## src/rtl/move_drain_unit.sv

```systemverilog
// move_drain_unit: drains column move FIFOs after their done flags and streams the two
// 19-bit move slots of each word onto a valid/ready interface, counting emitted moves.
module move_drain_unit #(
  parameter int NCOL  = 8,
  parameter int MOVEW = 19,
  parameter int WORDW = 48,
  parameter int CNTW  = 8
) (
  input  logic                  clk,
  input  logic                  reset,
  input  logic                  start,
  input  logic [NCOL-1:0]       col_done,
  input  logic [NCOL-1:0]       col_empty,
  input  logic [NCOL*WORDW-1:0] col_data,
  output logic [NCOL-1:0]       col_rden,
  output logic                  move_valid,
  input  logic                  move_ready,
  output logic [MOVEW-1:0]      move_data,
  output logic [CNTW-1:0]       move_count,
  output logic                  busy,
  output logic                  all_done
);
  localparam int PW = $clog2(NCOL);
  typedef enum logic [2:0] {IDLE, SCAN, READ, WAIT, EMIT0, EMIT1, DONE} state_t;
  state_t state, nxt;
  logic [NCOL-1:0] drained, pend;
  logic [PW-1:0] ptr, scan_ptr;
  logic [2*MOVEW-1:0] word;
  logic found, hs, restart, unused_col_bits;
  assign unused_col_bits = ^col_data;
  assign pend = col_done & ~drained;
  assign found = |pend;
  assign hs = move_valid & move_ready;
  assign restart = start & (state == IDLE | state == DONE);
  always_comb begin
    scan_ptr = '0;
    for (int i = NCOL - 1; i >= 0; i--) if (pend[i]) scan_ptr = i[PW-1:0];
  end
  always_ff @(posedge clk or negedge reset)
    if (!reset) state <= IDLE;
    else state <= nxt;
  always_comb begin
    nxt = state;
    case (state)
      IDLE:    nxt = start ? SCAN : IDLE;
      SCAN:    nxt = !found ? (&drained ? DONE : SCAN) : (col_empty[scan_ptr] ? SCAN : READ);
      READ:    nxt = WAIT;
      WAIT:    nxt = EMIT0;
      EMIT0:   nxt = (word[MOVEW-1] | move_ready) ? EMIT1 : EMIT0;
      EMIT1:   nxt = (word[2*MOVEW-1] | move_ready) ? SCAN : EMIT1;
      DONE:    nxt = start ? SCAN : DONE;
      default: nxt = IDLE;
    endcase
  end
  always_comb begin
    col_rden   = state == READ ? NCOL'(1) << ptr : '0;
    move_valid = (state == EMIT0 & ~word[MOVEW-1]) | (state == EMIT1 & ~word[2*MOVEW-1]);
    move_data  = state == EMIT0 ? word[MOVEW-1:0] : state == EMIT1 ? word[2*MOVEW-1:MOVEW] : '0;
    busy       = state != IDLE & state != DONE;
    all_done   = state == DONE;
  end
  always_ff @(posedge clk or negedge reset)
    if (!reset) begin
      drained    <= '0;
      ptr        <= '0;
      word       <= '0;
      move_count <= '0;
    end else begin
      if (restart) begin
        drained    <= '0;
        move_count <= '0;
      end else if (hs && move_count != '1) move_count <= move_count + 1'b1;
      if (state == SCAN && found) begin
        ptr <= scan_ptr;
        if (col_empty[scan_ptr]) drained[scan_ptr] <= 1'b1;
      end
      if (state == WAIT) word <= col_data[ptr*WORDW +: 2*MOVEW];
    end
endmodule

```

## config.mk

```make
export PLATFORM = sky130hd
export DESIGN_NAME = move_drain_unit
export DESIGN_NICKNAME = d
export VERILOG_FILES = /design/src/rtl/move_drain_unit.sv
export SDC_FILE = /design/constraint.sdc
export NUM_CORES = 1
export LEC_CHECK = 0
export ABC_CLOCK_PERIOD_IN_PS = 3700
export CORE_AREA = 2 2 172 174
export CTS_CLUSTER_DIAMETER = 60
export DETAILED_ROUTE_END_ITERATION = 12
export DIE_AREA = 0 0 174 176
export PLACE_DENSITY = 0.59
export SLEW_MARGIN = 10
export SYNTH_ARGS = -nofsm -noshare
export SYNTH_HDL_FRONTEND = slang
export SYNTH_SLANG_ARGS = --single-unit
```

## constraint.sdc

```tcl
create_clock -name clk -period 3.7 [get_ports clk]
set_clock_uncertainty 0.15 [all_clocks]
set_input_delay 0.74 -clock clk [delete_from_list [all_inputs] [get_ports clk]]
set_output_delay 0.74 -clock clk [all_outputs]
set_load 0.03 [all_outputs]
```

==> impl_metrics.toml <==
[run_status]
status = "finished clean"

[synth]
synth_edf_count = 0
synth_top_cell_by_area = "mux4_2"
synthArstFlopShare_pct = 100
synth_area_um2 = 5330
synth-main-ff-cell = "dfrtp_1"
ys_warn_count = 0
syn_nets = 881
ys_top_cells_by_area = "mux4_2, dfrtp_1, mux2i_1"
netlist_instances = 476
ys_ff_latch = 60
syn_area_per_cell_um2 = 11.2
ys_seq_area_share_pct = 28.1
yosys.area.top_type_share_pct = 32.1
synth_cell_types = 57

[final_layout]
stdcell_count = 1210
design_area_um2 = 9890
drive_gt1_share_pct = 16.9
antenna_cells = 0
syn_to_final_growth_pct = 85.4
fin_nets = 1226
utilization_pct = 34.6

[route]
drt-initial-drc-count = 369
antenna_left = 0
drc = 0
routedWlPerCell_um = 19.5
first_pass_iters = 4
vias = 5384
vias_per_cell = 4.45
wl_mm = 23.6

[power]
cellLeakagePower_uw = 0.00375
p_int_uw = 3490
swShare_pct = 40.1
comb_power_share_pct = 61.8
finalPower_uw = 5830
pwr-share-clk_pct = 16.9
seq_power_share_pct = 21.2
p_switching_uw = 2340
ir_worst_vdd_mv = 0.291
powerDensity_nw_per_um2 = 590

[setup_path]
crit_path_end_kind = "output pin"
worst_setup_path_start_kind = "flip-flop"
rrSetupSlack_ns = 1.29
worstReg2RegEnd = "word[27]"
path_max_fanout = 12
crit_required_ns = 2.81
worst_ep_arrival_time_ns = 2.39
worst_r2r_path_depth = 4
path_class = "reg -> out"
r2r-start = "ptr[0]"

[grt]
grt_pass1_wl_mm = 34.8
groute.usage.overall_pct = 15.1
overflow = 0
antenna_found_initial = 0
grt_pass1_vias = 5815
grt_max_degree = 78

[sta]
finalCriticalPeriod_ns = 3.28
rsz0062_at_grt = "no"
period_share_pct = 88.6
finalHoldViolations = 0
tightest_slew_ns = 0.772
max_slew_margin_pct = 48.6
drv_slew = 0
fin_tns_setup_ns = 0
fmax_mhz = 305
finalSetupViolCount = 0

[placed_design]
hpwlAfterDp_mm = 20.0
gp_congestion = 0.897
placed_area_um2 = 9540
portBuffers = 361
place_inst = 1194

[worst_hold_path]
hold_class = "reg -> reg"
min_from = "word[27]"
min_to = "word[27]"
whs_path_depth = 2

[floorplanning]
die_width_um = 174
boundaryPins = 442
die_h_um = 176
core_um2 = 28500
start_util_pct = 18.7
die-area_um2 = 30600
rows = 62

[cts]
insertion_delay_ns = 0.33
clk_pin_slew_ns = 0.06
hold_buffers = 0
htreeDepth = 3
cts_sinks = 60
numCtsBuffers = 9
cts_setup_buffers = 0
cts.path.max_buffers = 2
cts_tree = "built"
cts_resized = 0
clockRootBuffer = "clkbuf_16"

[job]
maxCapViolations = 0
## cell type report
cell class / count / area, um2
Fill cell: 2903 / 18700
Timing Repair Buffer: 371 / 3890
Sequential cell: 60 / 1510
Tap cell: 384 / 480
Clock inverter: 6 / 111
Inverter: 11 / 41.3
Clock buffer: 10 / 239
Multi-Input combinational cell: 368 / 3620
## metal layers
layer	up-vias	share of wire, %	GRT usage [%]
met3	13	5.3	2.76
met2	229	55	28.6
li1	2572	-	-
met5	-	0	0
met4	0	1.0	2.77
met1	2570	39	17.8
## cells by family after synthesis
| group | after synthesis | share of synthesized area, % |
|---|---|---|
| simple gates | 137 | 12.7 |
| fa+ha+maj | 1 | 0.235 |
| flops | 60 | 28.1 |
| buf+inv | 48 | 4.15 |
| xor+xnor | 6 | 0.985 |
| compound gates | 107 | 14.0 |
| mux | 117 | 39.9 |
## Yosys cell counts, types with 4 or more instances
cell,n
o21ai_0,44
buf_2,12
mux2i_1,40
clkbuf_1,13
nand2b_1,11
nand2_1,58
nor3_1,8
dfrtp_1,60
o41ai_1,4
xnor2_1,5
nor2b_1,7
a21oi_1,13
a22o_1,19
buf_1,7
nor2_1,28
nand3_1,9
inv_1,11
mux4_2,76
## power by group through the flow
stage	logic, uW	registers (uW)	clock network, uW
2_1_floorplan	2450	1070	0
3_3_place_gp	3700	1260	0
3_5_place_dp	3720	1260	0
4_1_cts	3720	1250	1020
5_1_grt	3940	1290	1040
6_report	3610	1240	989
## worst max-delay path by stage
stage	slack (ns)	from	cells past startpoint	end
final	0.42	state[0]	4	col_rden[0]
after global routing	0.29	state[0]	4	col_rden[0]
after CTS	0.38	state[0]	4	col_rden[0]
after detailed placement	0.74	state[0]	4	col_rden[0]
after global placement	0.74	state[0]	4	col_rden[0]
after floorplan	1.08	state[0]	4	col_rden[0]
## state kept, by name, summed over array words and instances, names as in the netlist
| signal | cells |
|---|---|
| word | 38 |
| drained | 8 |
| move_count | 8 |
| ptr | 3 |
| state | 3 |
## metrics by stage
step / hold WS, ns / setup WS [ns]
global placement: 0.314 / 0.744
detailed placement: 0.322 / 0.738
finish: 0.328 / 0.421
global route: 0.355 / 0.286
CTS: 0.334 / 0.376
floorplan: 0.294 / 1.08
## worst max-delay path: stages (launching register included)
cell             delay [ns]
dfrtp_1                0.51
nand2b_1               0.26
or3_1                  0.43
nor3_1                 0.16
clkdlybuf4s50_1        0.70
## placed cells by master (no fill, tap or decap), types with 13 or more instances in the layout
cell               n
clkdlybuf4s50_1  342
mux4_2            76
nand2_1           57
dfrtp_1           57
o21ai_0           44
mux2i_1           40
nor2_1            28
buf_12            20
a22o_1            19
a21oi_1           13
No activity file was read; power rests on OpenSTA's default activity.
